$ cat src/rtl/uart_resp_tx.sv
// Response-framing transmitter: sends cmd, payload[0..len-1], CR, NL through a
// one-byte-at-a-time uart handshake (transmit / tx_byte / is_transmitting).
module uart_resp_tx #(
    parameter int PAYLOAD_BYTES = 8,
    parameter int LEN_BITS      = 4,
    parameter int START_TO      = 64
) (
    input  logic                       sys_clk,
    input  logic                       rst_n,
    input  logic                       req_valid,
    output logic                       req_ready,
    input  logic [7:0]                 req_cmd,
    input  logic [LEN_BITS-1:0]        req_len,
    input  logic [8*PAYLOAD_BYTES-1:0] req_payload,
    output logic                       transmit,
    output logic [7:0]                 tx_byte,
    input  logic                       is_transmitting,
    output logic                       busy,
    output logic                       done,
    output logic                       err
);

    localparam int IDX_W = $clog2(PAYLOAD_BYTES + 3);
    localparam int CNT_W = (START_TO > 2) ? $clog2(START_TO) : 1;

    typedef enum logic [2:0] {IDLE, DRAIN, SEND, WAIT_HI, WAIT_LO, ADV} state_t;

    state_t                     state_q, state_d;
    logic [IDX_W-1:0]           idx_q, idx_d;
    logic [IDX_W-1:0]           len_q, len_d;
    logic [7:0]                 cmd_q, cmd_d;
    logic [8*PAYLOAD_BYTES-1:0] payload_q, payload_d;
    logic [CNT_W-1:0]           cnt_q, cnt_d;
    logic [7:0]                 tx_byte_q, tx_byte_d;
    logic                       done_q, done_d;
    logic                       err_q, err_d;

    // Frame byte idx: 0 is cmd, 1..len payload, len+1 CR, len+2 NL.
    function automatic logic [7:0] frame_byte(
        input logic [IDX_W-1:0]           idx,
        input logic [7:0]                 cmd,
        input logic [IDX_W-1:0]           len,
        input logic [8*PAYLOAD_BYTES-1:0] payload
    );
        logic [7:0] b;
        b = '0;
        if (idx == '0) begin
            b = cmd;
        end else if (idx == len + IDX_W'(1)) begin
            b = 8'h0d;
        end else if (idx == len + IDX_W'(2)) begin
            b = 8'h0a;
        end else begin
            for (int unsigned k = 0; k < PAYLOAD_BYTES; k++) begin
                if (idx == IDX_W'(k + 1)) b = payload[8*k +: 8];
            end
        end
        return b;
    endfunction

    always_ff @(posedge sys_clk or negedge rst_n) begin
        if (!rst_n) begin
            state_q   <= IDLE;
            idx_q     <= '0;
            len_q     <= '0;
            cmd_q     <= '0;
            payload_q <= '0;
            cnt_q     <= '0;
            tx_byte_q <= '0;
            done_q    <= 1'b0;
            err_q     <= 1'b0;
        end else begin
            state_q   <= state_d;
            idx_q     <= idx_d;
            len_q     <= len_d;
            cmd_q     <= cmd_d;
            payload_q <= payload_d;
            cnt_q     <= cnt_d;
            tx_byte_q <= tx_byte_d;
            done_q    <= done_d;
            err_q     <= err_d;
        end
    end

    always_comb begin
        state_d   = state_q;
        idx_d     = idx_q;
        len_d     = len_q;
        cmd_d     = cmd_q;
        payload_d = payload_q;
        cnt_d     = cnt_q;
        tx_byte_d = tx_byte_q;
        done_d    = 1'b0;
        err_d     = err_q;
        unique case (state_q)
            IDLE: begin
                if (req_valid) begin
                    cmd_d     = req_cmd;
                    payload_d = req_payload;
                    if (req_len > LEN_BITS'(PAYLOAD_BYTES)) begin
                        len_d = IDX_W'(PAYLOAD_BYTES);
                        err_d = 1'b1;
                    end else begin
                        len_d = IDX_W'(req_len);
                        err_d = 1'b0;
                    end
                    idx_d   = '0;
                    state_d = DRAIN;
                end
            end
            DRAIN: begin
                // tx_byte is loaded on entry to SEND so it is already stable with the pulse.
                if (!is_transmitting) begin
                    tx_byte_d = frame_byte(idx_q, cmd_q, len_q, payload_q);
                    state_d   = SEND;
                end
            end
            SEND: begin
                cnt_d   = '0;
                state_d = WAIT_HI;
            end
            WAIT_HI: begin
                if (is_transmitting) begin
                    state_d = WAIT_LO;
                end else if (cnt_q == CNT_W'(START_TO - 2)) begin
                    err_d   = 1'b1;
                    done_d  = 1'b1;
                    state_d = IDLE;
                end else begin
                    cnt_d = cnt_q + CNT_W'(1);
                end
            end
            WAIT_LO: begin
                if (!is_transmitting) state_d = ADV;
            end
            ADV: begin
                if (idx_q == len_q + IDX_W'(2)) begin
                    done_d  = 1'b1;
                    state_d = IDLE;
                end else begin
                    idx_d     = idx_q + IDX_W'(1);
                    tx_byte_d = frame_byte(idx_q + IDX_W'(1), cmd_q, len_q, payload_q);
                    state_d   = SEND;
                end
            end
            default: state_d = IDLE;
        endcase
    end

    assign req_ready = (state_q == IDLE);
    assign busy      = (state_q != IDLE);
    assign transmit  = (state_q == SEND);
    assign tx_byte   = tx_byte_q;
    assign done      = done_q;
    assign err       = err_q;

endmodule

$ cat config.mk
export PLATFORM = sky130hd
export DESIGN_NAME = uart_resp_tx
export DESIGN_NICKNAME = d
export VERILOG_FILES = /design/src/rtl/uart_resp_tx.sv
export SDC_FILE = /design/constraint.sdc
export NUM_CORES = 1
export LEC_CHECK = 0
export ABC_CLOCK_PERIOD_IN_PS = 4000
export CAP_MARGIN = 0
export CORE_MARGIN = 2
export CORE_UTILIZATION = 56
export CTS_BUF_LIST = sky130_fd_sc_hd__clkbuf_8
export DETAILED_ROUTE_END_ITERATION = 10
export PLACE_DENSITY = 0.9
export REMOVE_ABC_BUFFERS = 1
export SLEW_MARGIN = 20
export SYNTH_ARGS = -nofsm -noshare
export SYNTH_HDL_FRONTEND = slang
export SYNTH_SLANG_ARGS = --single-unit
$ cat constraint.sdc
create_clock -name sys_clk -period 4 [get_ports sys_clk]
set_clock_uncertainty 0.2 [all_clocks]
set_input_delay 0.8 -clock sys_clk [delete_from_list [all_inputs] [get_ports sys_clk]]
set_output_delay 0.8 -clock sys_clk [all_outputs]
set_load 0.005 [all_outputs]
# Yosys cells after proc, flatten, opt, wreduce, memory -nomap -nowiden
# Index checks and enable logic that the tools add are counted.
# op_classes
order_cmp	1
muxes	48
eq_ne	34
reduce_logical	14
add_sub_neg	4
# op_table
op	n
$mux W8	24
$eq A4 B3 Y1 const B	8
$pmux W3 S6	1
$eq A4 B2 Y1 const B	4
$eq A4 B4 Y1	4
$pmux W8 S2	1
$mux W3	5
$ne A2 B2 Y1 const B	7
$mux W4	3
$mux W6	2
$pmux W6 S2	1
$reduce_and A3 Y1	3
$add A4 B1 Y4 const B	2
$eq A4 B1 Y1 const B	2
$eq A4 B4 Y1 const B	2
$logic_not A4 Y1	2
$pmux W4 S2	1
$reduce_and A4 Y1	2
$reduce_bool A2 Y1	4
$mux W1	7
$add A6 B1 Y6 const B	1
$eq A3 B2 Y1 const B	2
$eq A3 B3 Y1 const B	2
$eq A6 B6 Y1 const B	1
other kinds (9)	10
# word_totals
inputBits	80
output_inout_bits	13
elab_cells	110
reg_bits	99

# Logic depth before layout (Yosys ltp)
# Gate-level depths: netlist (run 1).
# logic_depth
word_depth	15
ltp_mapped	12
ltp_nobuf	9

# Worst setup path before layout (run 1)
# Ideal clock, no wire load.
# synth_path
kind	register to register
start	reg idx_q[0]
end	reg tx_byte_q[2], in the netlist tx_byte[2]
period_less_slack_ns	2.768
t_arrival_ns	2.441
path_slack_ns	1.232
t_required_ns	3.674
path_buffers	2
path_stages_with_launch	11
setup_ns	0.126
path_cell_list	dfrtp_1 > clkbuf_1 > inv_1 > ha_1 > nor2b_1 > clkbuf_1 > a221oi_1 > a221o_1 > a32oi_1 > a311o_1 > a221o_1
# synth_between
elab_chain_len	15
elab_cells_between_ends	50
cone_classes	1 x add/sub; 21 x eq/ne; 25 x mux; 3 x reduce/logical
# synth_lines
item	line_no	source
start, declared	29	logic [IDX_W-1:0] idx_q, idx_d;
start signal, assigned	74	idx_q <= idx_d;
$add A4 B1 Y4	142	tx_byte_d = frame_byte(idx_q + IDX_W'(1), cmd_q, len_q, payload_q);
$eq A4 B1 Y1	55	if (idx == IDX_W'(k + 1)) b = payload[8*k +: 8];
$mux W8 (8 in series)	55	
$mux W8	51	end else if (idx == len + IDX_W'(2)) begin
$mux W8	49	end else if (idx == len + IDX_W'(1)) begin
$mux W8	47	if (idx == '0) begin
$mux W8	137	if (idx_q == len_q + IDX_W'(2)) begin
$pmux W8 S2	95	unique case (state_q)
end signal, assigned	79	tx_byte_q <= tx_byte_d;
end, declared	34	logic [7:0] tx_byte_q, tx_byte_d;
# Several ways; a longest one is shown, not always the timed one. The select of a mux whose other input is x is not followed.
# A chain may end at the register's enable or synchronous reset.

# Worst setup path in the final report (run 1)
# layout_path
start	reg idx_q[0]
end	reg tx_byte_q[4], in the netlist tx_byte[4]
# The elaborated chain is that of the path after synthesis.

==> results_dict.tcl, run 1 <==
set metrics [dict create \
    power.density_nw_per_um2 682 \
    cap_violations 0 \
    area_growth_pct 20.5 \
    slew_headroom 0.418 \
    fillers 821 \
    crit_path_top_delay_cell "ha_1" \
    avgViaCountPerCell 6.17 \
    synth_edf_count 0 \
    die_area_um2 11400 \
    synth_seq_cells 99 \
    grt.total_usage 0.332 \
    grt_setup_unrepaired "no" \
    multiInputGateArea_um2 3200 \
    holdWs_ns 0.231 \
    cts_tree "yes" \
    fmax_ghz 0.287 \
    power_frac_comb 0.463 \
    rows 37 \
    yosysWarnings 0 \
    tightest_slew_ns 0.869 \
    drt-pass1-iter-count 8 \
    fin_nets 914 \
    overflow 0 \
    clock-sinks 99 \
    crit_buf_inv 1 \
    intPower_mw 2.70 \
    insertion_delay_ns 0.40 \
    crit_fanout 24 \
    ys_async_sr_fraction 1.00 \
    grt_max_degree 54 \
    synth_common_cells "nand2_1, dfrtp_1, o21ai_0" \
    ant_nets 0 \
    final_cell_area_um2 7160 \
    cts_buffers 9 \
    crit_path_start_kind "register" \
    postPlaceCellArea_um2 6960 \
    grt_pass1_wl_mm 29.7 \
    hold_path.class "in2async" \
    wl_per_cell_um 18.6 \
    synth.avg_cell_area_um2 7.84 \
    io_buffer_count 92 \
    cp.arrival_ns 3.58 \
    period_needed_ns 3.49 \
    drc_errors 0 \
    p_sw_mw 2.18 \
    regArea_um2 2480 \
    yosysTopAreaCellShare 0.417 \
    crit_chain "ha_1, buf_4, or3_1, o31ai_1, a222oi_1, o32ai_1, a221oi_1, nor3_1" \
    clock_path_buffers 2 \
    ys.flop_type "dfrtp_1" \
    synthCells 758 \
    ir_drop_v 0.000484 \
    finalSetupViolCount 0 \
    synth_most_common_cell "nand2_1" \
    die_x_um 107 \
    synth_area_leaders "dfrtp_1, nand2_1, o21ai_0, a21oi_1, clkbuf_1" \
    endpoint_kind "register" \
    hold_buffers 0 \
    post_cts_buffers 0 \
    drive_above_1_share 0.0506 \
    p_seq_frac 0.399 \
    die-height_um 107 \
    antenna_found_initial 0 \
    h-tree-depth 3 \
    core-area_um2 10300 \
    final-max-slew-violation-count 0 \
    cp.depth 8 \
    antenna_cells 0 \
    syn_area_um2 5940 \
    wl_mm 18.0 \
    worstSetupPathType "reg2reg" \
    drt_iter0_markers 607 \
    hpwl_mm 13.1 \
    crit_required_ns 4.09 \
    critPathTopFamily "compound AO/OA/AOI/OAI gates" \
    start_util 0.575 \
    ios 93 \
    num_vias 5962 \
    final_hold_viol_count 0 \
    status "finished clean" \
    fin_crit_sh 0.873 \
    ys_types 61 \
    post_cts_resize_count 0 \
    power.leakage_nw 3.18 \
    clkPwrFrac 0.139 \
    gp_congestion 0.971 \
    clock-root-buffer "clkbuf_8" \
    setup_tns_ns 0 \
    p_sw_frac 0.447 \
    reg2reg_depth 8 \
    grt_pass1_vias 5816 \
    cts.reportedPaths.clkPinSlew_ns 0.10 \
    max_stage_delay_ns 0.72 \
    yosysSeqAreaShare 0.417 \
    synth_top_area_cell "dfrtp_1" \
]
## layer usage
| layer | wire [µm] | GRT usage | vias to the layer above |
|---|---|---|---|
| met5 | 0 | 0 | - |
| met4 | 339 | 0.0909 | 0 |
| li1 | - | - | 2787 |
| met1 | 8040 | 0.464 | 2845 |
| met2 | 8250 | 0.528 | 305 |
| met3 | 1380 | 0.0699 | 25 |
## area by class of cell
type	instances	area share
tap	136	0.0238
multi-input combinational	590	0.447
inverter	17	0.00891
clock buffer	9	0.0173
clock inverter	7	0.0105
timing repair buffer	108	0.147
sequential	99	0.346
## per-stage QoR
stage | total power, mW | setup WS, ns | util | cells
final | 4.88 | 0.510 | 0.694 | 966
after global routing | 5.25 | 0.292 | 0.694 | 966
after CTS | 4.84 | 0.594 | 0.694 | 966
after detailed placement | 4.15 | 0.628 | 0.674 | 950
after global placement | 4.06 | 0.659 | 0.674 | 950
after floorplan | 3.30 | 0.178 | - | 706
## path summary, 6_finish.rpt
kind | start | to | slack (ns)
max in group asynchronous | rst_n | payload_q[43]$_DFFE_PN0P_ | 2.64
worst max-delay path | idx_q[0]$_DFFE_PN0P_ | tx_byte[4]$_DFFE_PN0P_ | 0.51
min in group sys_clk | cmd_q[2]$_DFFE_PN0P_ | cmd_q[2]$_DFFE_PN0P_ | 0.32
worst min-delay path | rst_n | cnt_q[3]$_DFFE_PN0P_ | 0.23
worst min register to register | cmd_q[2]$_DFFE_PN0P_ | cmd_q[2]$_DFFE_PN0P_ | 0.32
worst max register to register | idx_q[0]$_DFFE_PN0P_ | tx_byte[4]$_DFFE_PN0P_ | 0.51
## sequential cells by signal, summed over array words and instances (netlist names)
signal	flops
len_q	4
done	1
err	1
state_q	3
payload_q	64
cmd_q	8
cnt_q	6
idx_q	4
tx_byte	8
## kinds of logic after synthesis
logic type               count (synthesis)  share of synthesized area
AO/OA/AOI/OAI                          194                      0.224
XOR/XNOR                                13                     0.0253
adder cells (fa/ha/maj)                  9                     0.0190
buffers and inverters                   69                     0.0451
flip-flops                              99                      0.417
multiplexers                             3                    0.00505
AND/OR/NAND/NOR                        371                      0.265
## layout by cell type, fill, tap and decap left out, drive strengths merged, types with 9 or more instances in the layout
cell           Yosys  final
clkbuf            40      9
nor3              13     13
nand2            264    264
inv               16     20
clkdlybuf4s50      0     91
ha                 9      9
dfrtp             99     99
o21ai             53     53
buf               12     17
a22oi             14     14
a21oi             33     33
nor2              35     35
a221oi            17     17
## worst register-to-register path: stages, from the launching register on
cell and delay, ns:
dfrtp_1 0.67, ha_1 0.72, buf_4 0.38, or3_1 0.23, o31ai_1 0.21, a222oi_1 0.44, o32ai_1 0.16, a221oi_1 0.30
nor3_1 0.07
## power by group through the flow
stage,sequential (mW),combinational (mW),clock (mW)
floorplan,1.77,1.53,0
global placement,1.92,2.15,0
detailed placement,1.93,2.22,0
CTS,1.92,2.23,0.685
global route,2.00,2.52,0.729
finish,1.95,2.26,0.676
Power figures use the tool's default switching activity.
==> inputs of run 2 (changes only) <==
CORE_MARGIN = 10   (was 2)
CORE_UTILIZATION = 55   (was 56)
PLACE_DENSITY = 0.88   (was 0.9)
SLEW_MARGIN = not set   (was 20)
==> results_dict.tcl, run 2 (synthesis results as in run 1) <==
set metrics [dict create \
    ant_nets 0 \
    p_sw_frac 0.436 \
    die_x_um 124 \
    post_cts_buffers 0 \
    fmax_ghz 0.286 \
    clock_path_buffers 2 \
    period_needed_ns 3.50 \
    grt.busiest_layer "met2" \
    drt-pass1-iter-count 7 \
    power.total_mw 5.00 \
    clock-sinks 99 \
    wl_per_cell_um 19.4 \
    grt_use_met3 0.0597 \
    regMostFlops "payload_q" \
    rows 37 \
    hpwl_mm 13.7 \
    finalSetupViolCount 0 \
    placedCellCount 952 \
    avgViaCountPerCell 6.26 \
    p_sw_mw 2.18 \
    grt_setup_unrepaired "no" \
    reg2reg_from "idx_q[0]$_DFFE_PN0P_" \
    cap_violations 0 \
    use_met1 0.317 \
    fin_nets 916 \
    crit_chain "ha_1, clkinv_1, nor3_1, buf_4, or2_2, a222oi_1, o32ai_1, a221oi_1, nor3_1" \
    final-max-slew-violation-count 0 \
    clkPwrFrac 0.152 \
    final_hold_viol_count 0 \
    gp_congestion 0.970 \
    use_met2 0.390 \
    final_util 0.692 \
    post_cts_resize_count 0 \
    tightest_slew_ns 0.844 \
    regToRegEndpoint "tx_byte[5]$_DFFE_PN0P_" \
    status "finished clean" \
    wl_mm 18.8 \
    crit_path_top_delay_cell "ha_1" \
    final_cell_mix "nand2_1, dfrtp_1, clkdlybuf4s50_1, o21ai_0, nor2_1" \
    regArea_um2 2480 \
    start_util 0.570 \
    holdWs_ns 0.312 \
    power_frac_comb 0.461 \
    crit_fanout 21 \
    power.leakage_nw 3.21 \
    num_vias 6055 \
    insertion_delay_ns 0.39 \
    p_seq_frac 0.388 \
    crit_path_start_kind "register" \
    ir_drop_v 0.000423 \
    fin_crit_sh 0.874 \
    cts.reportedPaths.clkPinSlew_ns 0.09 \
    reg2reg_depth 9 \
    drive_above_1_share 0.0517 \
    power.density_nw_per_um2 694 \
    setup_tns_ns 0 \
    drc_errors 0 \
    drt_iter0_markers 717 \
    cp.arrival_ns 3.59 \
    intPower_mw 2.82 \
    h-tree-depth 3 \
    rrSetupSlack_ns 0.50 \
    crit_required_ns 4.10 \
    max_stage_delay_ns 0.77 \
    antenna_cells 0 \
    antenna_found_initial 0 \
    die_area_um2 15400 \
    ios 93 \
    hold_path.class "in2async" \
    io_buffer_count 92 \
    die-height_um 124 \
    grt.total_usage 0.245 \
    cts_tree "yes" \
    fillers 832 \
    grt_pass1_vias 5878 \
    core-area_um2 10400 \
    multiInputGateArea_um2 3200 \
    grt_max_degree 69 \
    clock-root-buffer "clkbuf_8" \
    endpoint_kind "register" \
    worstSetupPathType "reg2reg" \
    final_cells 967 \
    cpMostUsedCell "nor3_1" \
    largest_register_ffs 64 \
    area_growth_pct 21.3 \
    cts_buffers 9 \
    grt_pass1_wl_mm 29.7 \
    overflow 0 \
    hold_buffers 0 \
    slew_headroom 0.437 \
    mostFrequentLayoutCell "nand2_1" \
]
[run 2: cell count changes in the layout (fill, tap and decap cells not counted)]
cell,before,now
buf_4,16,18
bufinv_16,1,3
clkinv_2,0,1
clkinvlp_4,2,1
inv_6,3,0
[run 2: power by group through the flow]
stage / sequential (mW) / combinational [mW] / clock [mW]
after CTS: 1.92 / 2.28 / 0.768
after global placement: 1.91 / 2.17 / 0
after floorplan: 1.77 / 1.53 / 0
after detailed placement: 1.93 / 2.25 / 0
after global routing: 1.98 / 2.56 / 0.809
final: 1.94 / 2.30 / 0.758
[run 2: worst max path at each step]
| stage | startpoint | to | slack (ns) | cells past startpoint |
|---|---|---|---|---|
| final | idx_q[0]$_DFFE_PN0P_ | tx_byte[5]$_DFFE_PN0P_ | 0.50 | 9 |
| after global routing | idx_q[0]$_DFFE_PN0P_ | tx_byte[5]$_DFFE_PN0P_ | 0.28 | 7 |
| after CTS | idx_q[0]$_DFFE_PN0P_ | tx_byte[5]$_DFFE_PN0P_ | 0.56 | 9 |
| after detailed placement | idx_q[0]$_DFFE_PN0P_ | tx_byte[5]$_DFFE_PN0P_ | 0.62 | 9 |
| after global placement | idx_q[0]$_DFFE_PN0P_ | tx_byte[0]$_DFFE_PN0P_ | 0.79 | 7 |
| after floorplan | idx_q[0]$_DFFE_PN0P_ | tx_byte[2]$_DFFE_PN0P_ | 0.18 | 7 |
[run 2: final cells by class]
type                       count  area share
sequential                    99       0.344
timing repair buffer         110       0.148
clock inverter                 6      0.0148
tap                          136      0.0236
clock buffer                   9      0.0172
inverter                      17     0.00885
multi-input combinational    590       0.444
[run 2: metrics by stage]
stage	instance area, µm²	worst slack (ns)
global route	7210	0.283
detailed placement	6980	0.620
finish	7210	0.503
global placement	6980	0.793
floorplan	5740	0.178
CTS	7210	0.563
[run 2: layer usage]
metal,vias up,wire [µm],part of all wire
met4,0,453,0.024
met3,40,1700,0.090
met2,318,8890,0.47
met1,2905,7760,0.41
li1,2792,-,-
met5,-,0,0
[run 2: critical path, delay by kind of cell (launching register included)]
| family | cells | cell delay [ns] |
|---|---|---|
| AO/OA/AOI/OAI | 3 | 0.61 |
| flip-flops | 1 | 0.68 |
| buffers and inverters | 2 | 0.40 |
| adder cells (fa/ha/maj) | 1 | 0.77 |
| AND/OR/NAND/NOR | 3 | 0.74 |
